<file path="src/rtl/bitwise_seq.sv">
// Multi-byte sequencer around the 8-bit bitwise ALU slice.
// A command (op, invc, cin, len) streams len operand byte pairs through the
// slice and returns one result byte per pair. Depending on the op it either
// chains the carry through the bytes or accumulates zero/parity flags, and it
// reports one final flag when the command completes.

// 8-bit bitwise ALU slice.
//   op=00: q = a & b,    flag = cin & op[0] (= 0)
//   op=01: q = a | b,    flag = cin & op[0] (= cin, carry passes through)
//   op=10: q = a ^ b,    flag = (a == 0)
//   op=11: q = ~(a ^ b), flag = odd parity of a
// cout is the flag optionally inverted by invc.
module bitwise (
    input  logic [7:0] a,
    input  logic [7:0] b,
    input  logic [1:0] op,
    input  logic       cin,
    input  logic       invc,
    output logic [7:0] q,
    output logic       cout
);

    // Odd parity of a byte: 1 when the number of set bits is odd.
    function automatic logic parity8(input logic [7:0] v);
        return ^v;
    endfunction

    logic flag_raw;

    // Byte result and per-byte flag selected by the op code.
    always_comb begin
        q        = 8'h00;
        flag_raw = 1'b0;
        case (op)
            2'b00: begin
                q        = a & b;
                flag_raw = cin & op[0];
            end
            2'b01: begin
                q        = a | b;
                flag_raw = cin & op[0];
            end
            2'b10: begin
                q        = a ^ b;
                flag_raw = (a == 8'h00);
            end
            2'b11: begin
                q        = ~(a ^ b);
                flag_raw = parity8(a);
            end
            default: begin
                q        = 8'h00;
                flag_raw = 1'b0;
            end
        endcase
        cout = flag_raw ^ invc;
    end

endmodule

module bitwise_seq #(
    parameter int MAX_LEN = 8,
    parameter int LEN_W   = 4
) (
    input  logic             clk,
    input  logic             rst_n,
    input  logic             cmd_valid,
    output logic             cmd_ready,
    input  logic [1:0]       cmd_op,
    input  logic             cmd_invc,
    input  logic             cmd_cin,
    input  logic [LEN_W-1:0] cmd_len,
    input  logic             opnd_valid,
    output logic             opnd_ready,
    input  logic [7:0]       opnd_a,
    input  logic [7:0]       opnd_b,
    output logic             res_valid,
    input  logic             res_ready,
    output logic [7:0]       res_q,
    output logic             res_last,
    output logic             done,
    output logic             flag_out,
    output logic             err
);

    typedef enum logic [1:0] {
        S_IDLE = 2'd0,
        S_RUN  = 2'd1,
        S_FIN  = 2'd2
    } state_t;

    state_t           state;
    logic [1:0]       op_r;
    logic             invc_r;
    logic [LEN_W-1:0] len_r;
    logic [LEN_W-1:0] cnt_r;
    logic             carry_r;
    logic             acc_r;
    logic             illegal_r;

    logic [7:0]       slice_q_s;
    logic             slice_cout_s;
    logic             out_free_s;
    logic             res_hs_s;
    logic             opnd_hs_s;
    logic             cmd_hs_s;
    logic             last_byte_s;
    logic             len_legal_s;
    logic             acc_next_s;

    // The slice always sees the raw flag; the final inversion is applied once
    // at the end of the command.
    bitwise u_slice (
        .a    (opnd_a),
        .b    (opnd_b),
        .op   (op_r),
        .cin  (carry_r),
        .invc (1'b0),
        .q    (slice_q_s),
        .cout (slice_cout_s)
    );

    // Handshake decode; the output register can take a new byte when it is
    // empty or is being drained this cycle. cmd_ready stays low during the
    // done cycle so the next command starts in the cycle after done.
    always_comb begin
        out_free_s  = ~res_valid | res_ready;
        res_hs_s    = res_valid & res_ready;
        if (state == S_RUN) begin
            opnd_ready = out_free_s;
        end else begin
            opnd_ready = 1'b0;
        end
        opnd_hs_s   = opnd_valid & opnd_ready;
        cmd_ready   = (state == S_IDLE) & ~done;
        cmd_hs_s    = cmd_valid & cmd_ready;
        last_byte_s = (cnt_r == (len_r - LEN_W'(1)));
        len_legal_s = (cmd_len != {LEN_W{1'b0}}) && (cmd_len <= LEN_W'(MAX_LEN));
        if (op_r[0]) begin
            acc_next_s = acc_r ^ slice_cout_s;
        end else begin
            acc_next_s = acc_r & slice_cout_s;
        end
    end

    // Command sequencer: latch the command, stream bytes, report the flag.
    always_ff @(posedge clk or negedge rst_n) begin
        if (!rst_n) begin
            state     <= S_IDLE;
            op_r      <= 2'b00;
            invc_r    <= 1'b0;
            len_r     <= {LEN_W{1'b0}};
            cnt_r     <= {LEN_W{1'b0}};
            carry_r   <= 1'b0;
            acc_r     <= 1'b0;
            illegal_r <= 1'b0;
            res_valid <= 1'b0;
            res_q     <= 8'h00;
            res_last  <= 1'b0;
            done      <= 1'b0;
            flag_out  <= 1'b0;
            err       <= 1'b0;
        end else begin
            done <= 1'b0;
            err  <= 1'b0;
            if (res_hs_s) begin
                res_valid <= 1'b0;
                res_last  <= 1'b0;
            end
            case (state)
                S_IDLE: begin
                    if (cmd_hs_s) begin
                        op_r      <= cmd_op;
                        invc_r    <= cmd_invc;
                        len_r     <= cmd_len;
                        carry_r   <= cmd_cin;
                        acc_r     <= ~cmd_op[0];
                        cnt_r     <= {LEN_W{1'b0}};
                        flag_out  <= 1'b0;
                        illegal_r <= ~len_legal_s;
                        state     <= len_legal_s ? S_RUN : S_FIN;
                    end
                end
                S_RUN: begin
                    if (opnd_hs_s) begin
                        res_q     <= slice_q_s;
                        res_valid <= 1'b1;
                        res_last  <= last_byte_s;
                        carry_r   <= slice_cout_s;
                        acc_r     <= acc_next_s;
                        cnt_r     <= cnt_r + LEN_W'(1);
                        if (last_byte_s) begin
                            state <= S_FIN;
                        end
                    end
                end
                S_FIN: begin
                    if (out_free_s) begin
                        done  <= 1'b1;
                        err   <= illegal_r;
                        state <= S_IDLE;
                        if (illegal_r) begin
                            flag_out <= 1'b0;
                        end else begin
                            flag_out <= (op_r[1] ? acc_r : carry_r) ^ invc_r;
                        end
                    end
                end
                default: begin
                    state <= S_IDLE;
                end
            endcase
        end
    end

endmodule
</file>
<file path="config.mk">
export PLATFORM = sky130hd
export DESIGN_NAME = bitwise_seq
export DESIGN_NICKNAME = d
export VERILOG_FILES = /design/src/rtl/bitwise_seq.sv
export SDC_FILE = /design/constraint.sdc
export NUM_CORES = 1
export LEC_CHECK = 0
export ABC_AREA = 1
export CELL_PAD_IN_SITES_DETAIL_PLACEMENT = 1
export CELL_PAD_IN_SITES_GLOBAL_PLACEMENT = 2
export CORE_UTILIZATION = 26
export DETAILED_ROUTE_END_ITERATION = 6
export PLACE_DENSITY = 0.88
export SYNTH_ARGS = -nofsm -noshare
export SYNTH_HDL_FRONTEND = slang
export SYNTH_SLANG_ARGS = --single-unit
</file>
<file path="constraint.sdc">
create_clock -name clk -period 1.7 [get_ports clk]
set_clock_uncertainty 0.1 [all_clocks]
set_input_delay 0.34 -clock clk [delete_from_list [all_inputs] [get_ports clk]]
set_output_delay 0.34 -clock clk [all_outputs]
set_load 0.02 [all_outputs]
</file>
Word-level counts from Yosys, hierarchy flattened --
Cells that the tools add are included.
Word-level totals: flip-flop bits (word level) 29, bits of input ports 29, output and inout bits 15
Operators by class: mux-type cells 34, $add $sub $neg 2, equal/unequal tests 10, reduce and logical (&&, ||, !) cells 14, magnitude comparators 1, bitwise logic cells 17
Operators by type and width (count):
- one-hot mux 8 bit (4 select lines) | 1
- 2-to-1 mux 1 bit | 20
- 2-to-1 mux 2 bit | 5
- AND 8 bit | 1
- logical NOT 8 bit | 1
- 2-to-1 mux 4 bit | 2
- != test 2 bit, second input constant | 4
- inverter 8 bit | 1
- bitwise OR 8 bit | 1
- one-hot mux 4 bit (2 select lines) | 1
- XOR reduction 8 bit | 1
- XOR 8 bit | 1
- AND 1 bit | 6
- equality test 2 bit, second input constant | 3
- one-hot mux 1 bit (2 select lines) | 3
- one-hot mux 2 bit (3 select lines) | 1
- AND reduction 3 bit | 2
- adder 4 x 1 -> 4 bit, second input constant | 1
- equality test 2 x 1 -> 1 bit, second input constant | 2
- equality test 4 bit | 1
- less-or-equal comparator 4 bit, second input constant | 1
- logical NOT 2 bit | 2
- inverter 1 bit | 4
- AND reduction 2 bit | 2
- other kinds (9) | 11

Logic depth before layout (Yosys ltp) --
Gate-level depths: netlist (run 1).
word-level depth 7, mapped depth 11, mapped depth without buffers 11

Cells and area by module --
A second synthesis (run 1) with hierarchy kept.
Unflattened totals: cells, all modules 296, area, all modules 2125.8 sq um
By module, submodules not included:
- bitwise_seq | cells an instance 191, area an instance 1487.7 sq um, instances 1, seq. area each 725.7 sq um
- bitwise | cells an instance 105, area an instance 638.1 sq um, instances 1, seq. area each 0.0 sq um

Least setup slack after synthesis (run 1) --
OpenSTA, ideal clock, no wires.
path type input-to-reg, start point input opnd_a[6], end point register acc_r, setup time 126 ps, arrival 1581 ps, stages on the path 11, slack -107 ps, buffers on the path 0, cell sequence inv_1 > ha_1 > xnor2_1 > nand2_1 > nand3b_1 > nand2_1 > ha_1 > nor2_1 > o22ai_1 > nand2_1 > o21ai_0
On the way: word-level cells in the longest chain between the ends 6, elaborated cells on any way between the ends 8, classes of those cells mux: 4; bitwise: 2; reduce/logical: 2
RTL lines:
- start: declaration | RTL line 75 | input logic [7:0] opnd_a,
- XOR reduction 8 bit or logical NOT 8 bit (tied branches) | RTL line 25, 45
- one-hot mux 1 bit (3 select lines) * | RTL line 34 | case (op)
- AND 1 bit or XOR 1 bit (tied branches) | RTL line 142, 140
- 2-to-1 mux 1 bit * | RTL line 139 | if (op_r[0]) begin
- 2-to-1 mux 1 bit * | RTL line 185 | if (opnd_hs_s) begin
- one-hot mux 1 bit (2 select lines) * | RTL line 170 | case (state)
- end signal: assignment | RTL line 177 | acc_r <= ~cmd_op[0];
- end signal: assignment | RTL line 190 | acc_r <= acc_next_s;
- end: declaration | RTL line 98 | logic acc_r;
Every way passes the cells marked *; elsewhere a longest branch is shown, timed or not. The select of a mux whose other input is x is not followed. A chain may end at the register's enable or synchronous reset.

Worst setup path after layout (run 1) --
Ends and elaborated chain as after synthesis.

==> flow_summary.yaml, run 1 <==
outcome:
  status: "finished clean"
logic_synthesis:
  ys_warn_count: 0
  ys_seq_area_share_pct: 36.6
  synth_seq_cells: 29
  syn_inst: 257
  syn_avg_cell_area_sq_um: 7.72
  syn_nets: 309
  yosysTopAreaCell: "dfrtp_1"
  synthesis.area_sq_um: 1980
  ys_types: 27
  synth_area_leaders: "dfrtp_1 (37%), ha_1 (15%), nand2_1 (12%)"
  netlist.area_leader.share_pct: 36.6
layout:
  layout.nets: 385
  final_common_cell: "nand2_1"
  design_area_sq_um: 2970
  drive_gt1_share_pct: 26.3
  final_cell_mix: "nand2_1 (62), buf_4 (32), o21ai_0 (29), dfrtp_1 (28), inv_1 (26)"
  fin_util_pct: 40.5
  area_growth_syn_to_layout_pct: 49.7
  antenna_cells: 0
  num-fill-cells: 881
die:
  die_h_um: 89.4
  fp-row-count: 31
  die_area_sq_um: 7990
  pin_count: 44
  coreArea_sq_um: 7330
  start_util_pct: 27.1
  die_w_um: 89.4
clocking:
  numCtsBuffers: 5
  clk_pin_slew_worst_paths_ns: 0.07
  clk_latency_ns: 0.28
  cts_num_sinks: 29
  cts-root-buf: "clkbuf_8"
  cts_tree: "done"
  cts.path.max_buffers: 2
  htree_levels: 2
global_route:
  grt_antenna_before_repair: 0
  grt_pass1_vias: 2010
  overflow: 0
  use_met2_pct: 28.0
  grt.total_usage_pct: 15.2
  grt_pass1_wl_mm: 9.10
  busiest_layer: "met2"
  grt_max_degree: 30
  met1_usage_pct: 17.4
  use_met3_pct: 2.77
place:
  place_area_sq_um: 2730
  port_buffers: 43
  dp_hpwl_mm: 4.28
  gp_congestion: 0.797
timing:
  max_freq_mhz: 591
  fin_tns_setup_ns: 0
  hold_viol_final: 0
  fin_crit_ns: 1.69
  slew_violations: 0
  tightest_slew_ns: 0.387
  setup_viol: 0
  slew_headroom_pct: 74.2
  rsz0062_at_grt: "yes"
  post-route-period-util_pct: 99.6
setup_path:
  critPathLaunch: "opnd_a[6]"
  slowest_delay_ns: 0.28
  path_cells: "buf_2 -> inv_2 -> ha_4 -> xor2_1 -> nand2_1 -> nand3b_1 -> nand2_2 -> ha_4 -> nor2_2 -> o22ai_1 -> nand2_1 -> o21ai_1"
  r2r-start: "op_r[1]"
  crit_path_end_kind: "register"
  cp_slowest_cell: "ha_4"
  cp.required_ns: 1.80
  crit_path_start_kind: "primary input"
  crit_fanout: 2
  path_class: "primary input to register"
  crit_arrival_ns: 1.80
min_path:
  hp-class: "primary input to register"
  worstHoldStart: "res_ready"
run:
  cap_violations: 0
pwr:
  ir_drop_v: 0.000370
  p_total_mw: 4.36
  leakage_nw: 1.54
  power_density_nw_per_um2: 1470
drt:
  drt_iter0_markers: 64
  antenna_left: 0
  vias: 1974
  drt-pass1-iter-count: 4
  wl_per_cell_um: 12.8
  drc_errors: 0
  routed_wl_mm: 5.55
  vias_per_cell: 4.56
[routing by layer]
| metal | wire length (um) | part of all wire, % |
|---|---|---|
| met5 | 0 | 0 |
| met4 | 67 | 1.2 |
| met3 | 170 | 3.1 |
| met2 | 2950 | 53 |
| met1 | 2360 | 43 |
[state kept, by name, summed over array words and instances, names as in the netlist]
register / flops
flag_out: 1
len_r: 4
invc_r: 1
res_valid: 1
acc_r: 1
illegal_r: 1
op_r: 2
cnt_r: 4
res_last: 1
carry_r: 1
state: 2
done: 1
err: 1
res_q: 8
[Yosys cell counts, drive strengths merged]
| cell type | instances |
|---|---|
| nand3 | 17 |
| ha | 23 |
| xor2 | 3 |
| xnor2 | 3 |
| dfrtp | 29 |
| o22ai | 1 |
| nand2 | 65 |
| clkinv | 1 |
| inv | 38 |
| nor3 | 13 |
| clkbuf | 1 |
| a211oi | 8 |
| o21a | 1 |
| a21oi | 1 |
| nor2 | 14 |
| nand3b | 1 |
| o21ai | 33 |
| buf | 5 |
[path summary, 6_finish.rpt]
path | endpoint | slack, ns | cells after the start
max | acc_r | 0.007 | 12
min | res_last | 0.29 | 4
max reg2reg | acc_r | 0.02 | 8
min reg2reg | res_q[1] | 0.38 | 2
max in group asynchronous | op_r[0] | 0.85 | 2
min in group asynchronous | len_r[3] | 0.35 | 2
[power breakdown]
group | total [mW] | leakage (nW) | internal (mW) | switching, mW
Sequential | 1.20 | 0.371 | 0.973 | 0.228
Clock | 0.747 | 0.0585 | 0.477 | 0.269
Combinational | 2.41 | 1.11 | 1.02 | 1.39
[timing repair]
item | in CTS | in global routing
resized for setup | 59 | 22
hold buffers | 0 | 0
endpoints found under the setup margin | 16 | 14
setup buffers | 5 | 3
pin swaps | 13 | 8
[critical path: cells and delay by family]
kind	cells	cell delay [ns]
simple gates	5	0.39
xor+xnor	1	0.14
fa+ha+maj	2	0.55
buf+inv	2	0.15
compound gates	2	0.21
[area by class of cell]
cell class / count / area, sq um / area share, %
Clock buffer: 7 / 86.3 / 2.91
Multi-Input combinational cell: 183 / 1200 / 40.5
Sequential cell: 29 / 727 / 24.5
Inverter: 39 / 148 / 4.97
Tap cell: 99 / 124 / 4.17
Clock inverter: 1 / 30.0 / 1.01
Timing Repair Buffer: 75 / 654 / 22.0
[cells by family after synthesis]
kind of cell	share of synthesized area (%)
adders and majority gates	14.5
and+or+nand+nor	24.7
DFF	36.6
AOI/OAI and AO/OA	12.3
buffers and inverters	9.33
xor gates and xnor gates	2.65
[stage by stage]
step / setup slack [ns] / hold slack [ns] / instances
global route: -0.0862 / 0.321 / 433
floorplan: 0.000570 / -0.0556 / 257
CTS: -0.0938 / 0.354 / 430
finish: 0.00669 / 0.286 / 433
global placement: -0.621 / 0.369 / 417
detailed placement: -0.738 / 0.378 / 417
No activity file was read; power rests on OpenSTA's default activity.
==> inputs of run 2 (changes only) <==
- CELL_PAD_IN_SITES_DETAIL_PLACEMENT: 1 -> not set
- CELL_PAD_IN_SITES_GLOBAL_PLACEMENT: 2 -> not set
- CORE_UTILIZATION: 26 -> 46
- PLACE_DENSITY: 0.88 -> 0.89
==> run 2 against run 1 <==
Power up 1.1%. The run now ends with negative setup slack left. Clock power down 2%. Combinational power increased by 3%. Largest power group unchanged.
==> flow_summary.yaml, run 2 (synthesis results as in run 1) <==
layout:
  fin_cells: 387
  reg.largest.list: "res_q: 8 flops, cnt_r: 4 flops, len_r: 4 flops"
  final_cell_mix: "nand2_1 (63), buf_4 (35), inv_1 (26), o21ai_0 (26), dfrtp_1 (26)"
  antenna_cells: 0
  area_growth_syn_to_layout_pct: 46.2
  largest_reg_flops: 8
  drive_gt1_share_pct: 27.0
  regMostFlops: "res_q"
  layout.nets: 388
  final_common_cell: "nand2_1"
  num-fill-cells: 299
pwr:
  power_density_nw_per_um2: 1520
  p_total_mw: 4.41
  leakage_nw: 1.55
  ir_drop_v: 0.000706
clocking:
  htree_levels: 2
  cts-root-buf: "clkbuf_8"
  clk_pin_slew_worst_paths_ns: 0.07
  cts_num_sinks: 29
  clk_latency_ns: 0.30
  cts.path.max_buffers: 2
  numCtsBuffers: 5
  cts_hold_buffers: 0
  cts_tree: "done"
outcome:
  status: "complete, but fails checks"
  violations: "negative setup slack"
global_route:
  overflow: 0
  grt_pass1_vias: 1930
  grt_pass1_wl_mm: 8.16
  grt_antenna_before_repair: 0
  grt.total_usage_pct: 24.4
  grt_max_degree: 30
timing:
  fin_crit_ns: 1.78
  setup_viol: 2
  slew_headroom_pct: 76.1
  hold_viol_final: 0
  worst_hold_slack_ns: 0.328
  setup_ws_ns: -0.0758
  post-route-period-util_pct: 104
  rsz0062_at_grt: "yes"
  max_freq_mhz: 563
  slew_violations: 0
  tightest_slew_ns: 0.358
setup_path:
  cp_num_buf_inv: 1
  cp_slowest_cell: "dfrtp_2"
  crit_family: "compound AO/OA/AOI/OAI gates"
  path_class: "register to register"
  crit_top_cell: "nand2_1"
  crit_path_start_kind: "register"
  crit_fanout: 4
  cp.required_ns: 1.79
  path_cells: "inv_2 -> nand2_1 -> o21ai_2 -> o21ai_2 -> nand2_1 -> ha_1 -> nor2_2 -> o22ai_1 -> nand2_1 -> o21ai_1"
  slowest_delay_ns: 0.44
  crit_path_end_kind: "register"
  crit_arrival_ns: 1.86
drt:
  vias: 2058
  drc_errors: 0
  drt_iter0_markers: 141
  antenna_left: 0
  wl_per_cell_um: 13.9
  vias_per_cell: 5.32
  routed_wl_mm: 5.37
  drt-pass1-iter-count: 4
run:
  cap_violations: 0
die:
  die_h_um: 67.7
  start_util_pct: 48.9
  die_area_sq_um: 4580
  coreArea_sq_um: 4060
  fp-row-count: 23
  pin_count: 44
  die_w_um: 67.7
place:
  placed_cells: 369
  gp_congestion: 0.815
  port_buffers: 43
  dp_hpwl_mm: 3.72
min_path:
  hp-class: "primary input to async pin"
run 2: cell types whose count changed in the layout (fill, tap and decap cells not counted), moves of 2 or more:
| cell | before | now |
|---|---|---|
| o21ai_1 | 3 | 5 |
| a211oi_2 | 5 | 2 |
| dfrtp_1 | 28 | 26 |
| dlygate4sd2_1 | 8 | 6 |
| buf_2 | 5 | 8 |
| dfrtp_2 | 1 | 3 |
| a211oi_1 | 3 | 6 |
| buf_6 | 5 | 2 |
| buf_4 | 32 | 35 |
| o21ai_0 | 29 | 26 |
run 2: where the power goes:
| group | switching, mW | total, mW | internal (mW) |
|---|---|---|---|
| registers | 0.210 | 1.19 | 0.977 |
| clock network | 0.292 | 0.730 | 0.438 |
| logic | 1.44 | 2.49 | 1.06 |
run 2: timing repair:
item,4_1_cts,5_1_grt
gates resized for setup,52,27
setup buffers,6,4
setup endpoints to repair,14,13
endpoints found under the hold margin,0,0
pin swaps,13,13
run 2: cell type report:
type / instances / area (sq um) / share of cell area (%)
Clock buffer: 5 / 68.8 / 2.37
Clock inverter: 3 / 46.3 / 1.60
Inverter: 39 / 148 / 5.09
Multi-Input combinational cell: 183 / 1180 / 40.8
Sequential cell: 29 / 729 / 25.1
Tap cell: 50 / 62.6 / 2.16
Timing Repair Buffer: 78 / 663 / 22.9
run 2: through the flow:
stage | util (%) | worst slack, ns | area, sq um | TNS, ns
after global routing | 71.5 | -0.130 | 2900 | -0.288
after global placement | 66.0 | -0.596 | 2680 | -3.48
final | 71.5 | -0.0758 | 2900 | -0.118
after detailed placement | 66.0 | -0.693 | 2680 | -4.34
after floorplan | - | 0.000570 | 2030 | 0
after CTS | 69.0 | 0.00388 | 2800 | 0
run 2: layer usage:
metal  share of wire, %  track usage (%)  vias to the layer above
li1                   -                -                      993
met1                 41             26.1                      976
met2                 51             44.2                       68
met3                4.5             6.08                       21
met4                3.6             11.4                        0
met5                  0                0                        -
run 2: final timing paths:
kind	startpoint	endpoint	slack (ns)	cells after the start
hold reg to reg	res_q[2]	res_q[2]	0.38	2
min in group clk	res_q[2]	res_q[2]	0.38	2
max in group asynchronous	rst_n	state[1]	0.89	2
setup / recovery	op_r[0]	acc_r	-0.08	10
hold / removal	rst_n	err	0.33	2
setup reg to reg	op_r[0]	acc_r	-0.08	10
